### src/rtl/player_motion_ctl.sv
// Player sprite motion sequencer: walk, jump and gravity, stepped once per VGA frame.
// Optional airborne re-jump token enabled by defining PLAYER_DOUBLE_JUMP_EN.
module player_motion_ctl #(
  parameter int X_START  = 376,
  parameter int X_MIN    = 0,
  parameter int X_MAX    = 752,
  parameter int Y_GROUND = 500,
  parameter int STEP     = 4,
  parameter int JUMP_V   = 12,
  parameter int GRAVITY  = 1,
  parameter int V_MAX    = 15
) (
  input  logic        clk,
  input  logic        rst,
  input  logic        v_tick,
  input  logic        m_left,
  input  logic        m_right,
  input  logic        m_jump,
  input  logic        hold,
  output logic [11:0] xpos_player,
  output logic [11:0] ypos_player,
  output logic        airborne,
  output logic [1:0]  state
);

  typedef enum logic [1:0] {GROUND = 2'd0, JUMP = 2'd1, FALL = 2'd2} st_t;

  localparam logic signed [12:0] XMIN_S = 13'(X_MIN);
  localparam logic signed [12:0] XMAX_S = 13'(X_MAX);
  localparam logic signed [12:0] YGND_S = 13'(Y_GROUND);
  localparam logic signed [12:0] STEP_S = 13'(STEP);
  localparam logic signed [12:0] GRAV_S = 13'(GRAVITY);
  localparam logic signed [12:0] VMAX_S = 13'(V_MAX);

  st_t         st_q, st_d;
  logic [1:0]  left_s, right_s, jump_s;
  logic        vt_q, vt_hist, tick;
  logic        l, r, j;
  logic [11:0] x_q, x_d, y_q, y_d;
  logic [4:0]  vy_q, vy_d;
  logic        armed_q, armed_d, air_d;
  logic        jump_go, land_go, rejump;
  logic signed [12:0] xs, ys, vys, vyn;

  assign l    = left_s[1];
  assign r    = right_s[1];
  assign j    = jump_s[1];
  assign tick = vt_q & ~vt_hist;

  // v_tick history resets high so a low vsync at release never looks like a rising edge
  always_ff @(posedge clk or negedge rst) begin
    if (!rst) begin
      left_s  <= '0;
      right_s <= '0;
      jump_s  <= '0;
      vt_q    <= 1'b1;
      vt_hist <= 1'b1;
    end else begin
      left_s  <= {left_s[0], m_left};
      right_s <= {right_s[0], m_right};
      jump_s  <= {jump_s[0], m_jump};
      vt_q    <= v_tick;
      vt_hist <= vt_q;
    end
  end

`ifdef PLAYER_DOUBLE_JUMP_EN
  logic tok_q;
  assign rejump = j & armed_q & tok_q;
  always_ff @(posedge clk or negedge rst) begin
    if (!rst)          tok_q <= 1'b1;
    else if (land_go)  tok_q <= 1'b1;
    else if (jump_go && st_q != GROUND) tok_q <= 1'b0;
  end
`else
  assign rejump = 1'b0;
`endif

  // State register (FSM state plus the datapath it steps)
  always_ff @(posedge clk or negedge rst) begin
    if (!rst) begin
      st_q     <= GROUND;
      x_q      <= 12'(X_START);
      y_q      <= 12'(Y_GROUND);
      vy_q     <= '0;
      armed_q  <= 1'b1;
      airborne <= 1'b0;
    end else begin
      st_q     <= st_d;
      x_q      <= x_d;
      y_q      <= y_d;
      vy_q     <= vy_d;
      armed_q  <= armed_d;
      airborne <= air_d;
    end
  end

  // Next-state and datapath step, evaluated only on an unheld frame tick
  always_comb begin
    st_d    = st_q;
    x_d     = x_q;
    y_d     = y_q;
    vy_d    = vy_q;
    armed_d = armed_q;
    jump_go = 1'b0;
    land_go = 1'b0;
    xs      = $signed({1'b0, x_q});
    ys      = $signed({1'b0, y_q});
    vys     = $signed({8'd0, vy_q});
    vyn     = '0;
    if (tick && !hold) begin
      if (l && !r) begin
        xs  = xs - STEP_S;
        x_d = (xs < XMIN_S) ? XMIN_S[11:0] : xs[11:0];
      end else if (r && !l) begin
        xs  = xs + STEP_S;
        x_d = (xs > XMAX_S) ? XMAX_S[11:0] : xs[11:0];
      end
      case (st_q)
        GROUND: if (j && armed_q) begin
          vy_d = 5'(JUMP_V); st_d = JUMP; jump_go = 1'b1;
        end
        JUMP: if (rejump) begin
          vy_d = 5'(JUMP_V); jump_go = 1'b1;
        end else if (ys < vys) begin
          y_d = '0; vy_d = '0; st_d = FALL;
        end else begin
          y_d = 12'(ys - vys);
          vyn = vys - GRAV_S;
          if (vyn <= 0) begin
            vy_d = '0; st_d = FALL;
          end else begin
            vy_d = vyn[4:0];
          end
        end
        FALL: begin
          vyn = vys + GRAV_S;
          if (vyn > VMAX_S) vyn = VMAX_S;
          // Landing wins over both the re-jump and a plain fall step
          if (ys + vyn >= YGND_S) begin
            y_d = YGND_S[11:0]; vy_d = '0; st_d = GROUND; land_go = 1'b1;
          end else if (rejump) begin
            vy_d = 5'(JUMP_V); st_d = JUMP; jump_go = 1'b1;
          end else begin
            y_d = 12'(ys + vyn); vy_d = vyn[4:0];
          end
        end
        default: st_d = GROUND;
      endcase
      if (jump_go)  armed_d = 1'b0;
      else if (!j)  armed_d = 1'b1;
    end
  end

  // Output logic
  always_comb begin
    air_d = (st_d != GROUND);
  end

  assign xpos_player = x_q;
  assign ypos_player = y_q;
  assign state       = st_q;

endmodule

### config.mk
export PLATFORM = sky130hd
export DESIGN_NAME = player_motion_ctl
export DESIGN_NICKNAME = d
export VERILOG_FILES = /design/src/rtl/player_motion_ctl.sv
export SDC_FILE = /design/constraint.sdc
export NUM_CORES = 1
export LEC_CHECK = 0
export CAP_MARGIN = 20
export CORE_UTILIZATION = 40
export CTS_CLUSTER_DIAMETER = 30
export DETAILED_ROUTE_END_ITERATION = 8
export PLACE_DENSITY = 0.63
export SETUP_SLACK_MARGIN = 0.02
export SYNTH_ARGS = -nofsm -noshare
export SYNTH_HDL_FRONTEND = slang
export SYNTH_SLANG_ARGS = --single-unit
export TNS_END_PERCENT = 1
### constraint.sdc
create_clock -name clk -period 4 [get_ports clk]
set_input_delay 0.4 -clock clk [delete_from_list [all_inputs] [get_ports clk]]
set_output_delay 0.4 -clock clk [all_outputs]
set_load 0.02 [all_outputs]
==> results.json <==
{
  "end_kind": "flop",
  "start_util": 0.4180,
  "yosys.area.top_type_share": 0.1907,
  "fin_crit_ns": 3.678,
  "synth_area_mm2": 0.003281,
  "tightest_slew_ns": 0.8945,
  "cts_sinks": 39,
  "num_rows": 32,
  "avgViaCountPerCell": 5.788,
  "routed.top_layer": "met4",
  "grt_pass1_vias": 2838,
  "io_buffers": 31,
  "outcome": "finished clean",
  "synth.most_common_cell": "nor2_1",
  "min_period_over_period": 0.9196,
  "ys_types": 67,
  "finalSetupTns_ns": 0,
  "met2WireLength_mm": 3.883,
  "grt-ovfl-total": 0,
  "ys.flop_type": "dfrtp_1",
  "die_area_mm2": 0.008567,
  "die_h_um": 92.56,
  "ir_drop_mv": 0.5197,
  "critPathMaxStageDelay_ns": 0.49,
  "vias": 3079,
  "routedWlPerCell_um": 15.58,
  "track_usage": 0.1998,
  "core_mm2": 0.007848,
  "timing.clock.skew_ns": 0.01101,
  "crit_type": "flop to flop",
  "htreeDepth": 2,
  "timing.critical_path.fanout_max": 10,
  "setup_viol": 0,
  "diodes": 0,
  "ys_seq_area_frac": 0.3028,
  "ys_top_cells_by_count": "40 x nor2_1, 38 x o21ai_0, 33 x nand2_1",
  "nets": 460,
  "drc": 0,
  "dp_hpwl_mm": 6.065,
  "r2r_setup_slack_ns": 0.32,
  "syn_avg_cell_area_um2": 8.120,
  "cp.arrival_ns": 3.91,
  "cts_buffers": 5,
  "hold_buffers": 0,
  "timing.fmax_mhz": 271.9,
  "dpl_worst_slack_ns": 0.2527,
  "crit_path_frequent_cell": "ha_1",
  "rsz0062_at_grt": "no",
  "critical_path_buf_inv_count": 2,
  "routed_wl_mm": 8.288,
  "cts_buffer_depth": 2,
  "grt_start_max_net_pins": 40,
  "p_leak_nw": 1.504,
  "worst_slack_ns": 0.3217,
  "crit_chain": "ha_1 > nand3_1 > mux2i_1 > nand2b_1 > ha_1 > inv_1 > fa_1 > nor2b_1 > o21ai_0 > a21o_1 > and2_1 > o311ai_2 > buf_4 > a21oi_1 > a221o_1",
  "stdcell_count": 532,
  "drt_iter0_drc": 161,
  "finalHoldViolCount": 0,
  "slew_viol_final": 0,
  "antenna_left": 0,
  "synthCells": 404,
  "reg2reg_from": "vy_q[0]$_DFFE_PN0P_",
  "areaGrowthSynthToFinish_pct": 15.06,
  "ios": 34,
  "power.density_mw_per_mm2": 747.6,
  "drive_gt1_frac": 0.09767,
  "die_x_um": 92.56,
  "cts_tree": "built",
  "nFillCells": 796,
  "cp.required_ns": 4.23,
  "crit_path_start_kind": "flop",
  "cts.root.buffer_cell": "clkbuf_8",
  "antenna_found_initial": 0,
  "relSlewSlack": 0.4037,
  "synth-edff-count": 0,
  "wl_met3_um": 435,
  "grt_pass1_wl_mm": 13.73,
  "min_path_type": "input pin to async pin",
  "clk_latency_ns": 0.30,
  "cap_violations": 0,
  "cp_slowest_cell": "dfrtp_1",
  "async_reset_ff_frac": 1.000,
  "synth-seq-cells": 39,
  "dp.cells": 524,
  "gp_congestion": 0.8938,
  "dr.pass1.iters": 5,
  "ys.warnings.count": 0,
  "synth_area_leaders": "dfrtp_1 19%, dfstp_2 11%, ha_1 8.4%, o21ai_0 5.8%, a21oi_1 4.6%",
  "clk_pin_slew_ns": 0.09,
  "wirelength_met1_mm": 3.792,
  "timing.rr.end": "ypos_player[5]$_DFFE_PN1P_",
  "synth_top_cell_by_area": "dfrtp_1",
  "crit_family": "compound AO/OA/AOI/OAI gates",
  "r2r_cells": 15
}
cell usage in the layout, fill, tap and decap left out, types with 3 or more instances in the layout:
| cell | count |
|---|---|
| a211o_1 | 3 |
| a211oi_1 | 6 |
| a21o_1 | 3 |
| a21oi_1 | 30 |
| a221o_1 | 3 |
| a31oi_1 | 5 |
| and2_1 | 5 |
| and3_1 | 5 |
| and3b_1 | 3 |
| and4_1 | 3 |
| buf_4 | 4 |
| clkbuf_8 | 5 |
| clkdlybuf4s50_1 | 30 |
| conb_1 | 4 |
| dfrtp_1 | 25 |
| dfstp_2 | 14 |
| ha_1 | 22 |
| inv_1 | 23 |
| nand2_1 | 32 |
| nand2b_1 | 3 |
| nand3_1 | 12 |
| nand4_1 | 4 |
| nor2_1 | 40 |
| nor2b_1 | 9 |
| nor3_1 | 10 |
| nor3b_1 | 3 |
| nor4_1 | 4 |
| o21a_1 | 3 |
| o21ai_0 | 38 |
| o22a_1 | 3 |
| o31ai_1 | 3 |
| or2_2 | 5 |
| or3_1 | 5 |
| xnor2_1 | 7 |
| xor2_1 | 5 |
metal layers:
metal	global-route usage	vias up
met5	0	-
met4	0.07422	0
met3	0.03120	15
met2	0.3259	93
met1	0.2658	1446
li1	-	1525
logic make-up (layout without fill, tap and decap cells):
kind of cell	after synthesis	count (layout)	share of synthesized area
xor gates and xnor gates	12	12	0.03204
DFF	39	39	0.3028
adders and majority gates	24	24	0.09611
buffers and inverters	43	66	0.05721
other	1	4	0.001143
muxes	3	3	0.009535
AOI/OAI and AO/OA	128	128	0.2571
and+or+nand+nor	154	154	0.2441
through the flow:
stage / hold slack (ns) / power (W) / util / area [um2]
5_1_grt: 0.2907 / 0.003057 / 0.4810 / 3775
4_1_cts: 0.2542 / 0.002805 / 0.4799 / 3766
6_report: 0.2211 / 0.002822 / 0.4810 / 3775
3_3_place_gp: 0.3336 / 0.002436 / 0.4656 / 3654
2_1_floorplan: 0.1044 / 0.001982 / - / 3292
3_5_place_dp: 0.3347 / 0.002455 / 0.4656 / 3654
layout make-up:
type	instances	area, um2	area share
multi-input combinational	325	2120	0.5615
sequential	39	993.5	0.2632
timing repair buffer	35	335.3	0.08883
tap	102	127.6	0.03381
inverter	23	86.33	0.02287
clock buffer	5	68.82	0.01823
clock inverter	3	43.79	0.01160
worst register-to-register path, stage by stage, from the launching register on:
cell and delay, ns:
dfrtp_1 0.49, ha_1 0.29, nand3_1 0.11, mux2i_1 0.29
nand2b_1 0.15, ha_1 0.19, inv_1 0.06, fa_1 0.39
nor2b_1 0.17, o21ai_0 0.17, a21o_1 0.24, and2_1 0.18
o311ai_2 0.34, buf_4 0.20, a21oi_1 0.06, a221o_1 0.26
worst max-delay path by stage:
stage,cells after the start,to,start
after detailed placement,14,ypos_player[11]$_DFFE_PN0P_,vy_q[0]$_DFFE_PN0P_
after floorplan,14,ypos_player[11]$_DFFE_PN0P_,vy_q[0]$_DFFE_PN0P_
after global routing,14,ypos_player[11]$_DFFE_PN0P_,vy_q[0]$_DFFE_PN0P_
after global placement,14,ypos_player[11]$_DFFE_PN0P_,vy_q[0]$_DFFE_PN0P_
final,15,ypos_player[5]$_DFFE_PN1P_,vy_q[0]$_DFFE_PN0P_
after CTS,14,ypos_player[3]$_DFFE_PN0P_,vy_q[0]$_DFFE_PN0P_
power by group:
part / internal [W] / total [W] / switching (W) / leakage (nW)
clock: 0.000186 / 0.000340 / 0.000155 / 0.0581
combinational: 0.000752 / 0.00168 / 0.000924 / 0.995
sequential: 0.000553 / 0.000806 / 0.000253 / 0.450
total: 0.00149 / 0.00282 / 0.00133 / 1.50
what timing repair did:
| action | CTS | global route |
|---|---|---|
| buffers inserted | 0 | 0 |
| setup endpoints to repair | 0 | 9 |
| resized for setup | 0 | 2 |
state kept, by name, summed over array words and instances, names as in the netlist:
name         flops
airborne         1
armed_q          1
jump_s           2
left_s           2
right_s          2
state            2
vt_hist          1
vt_q             1
vy_q             5
xpos_player     10
ypos_player     12
No activity file was read; power rests on OpenSTA's default activity.
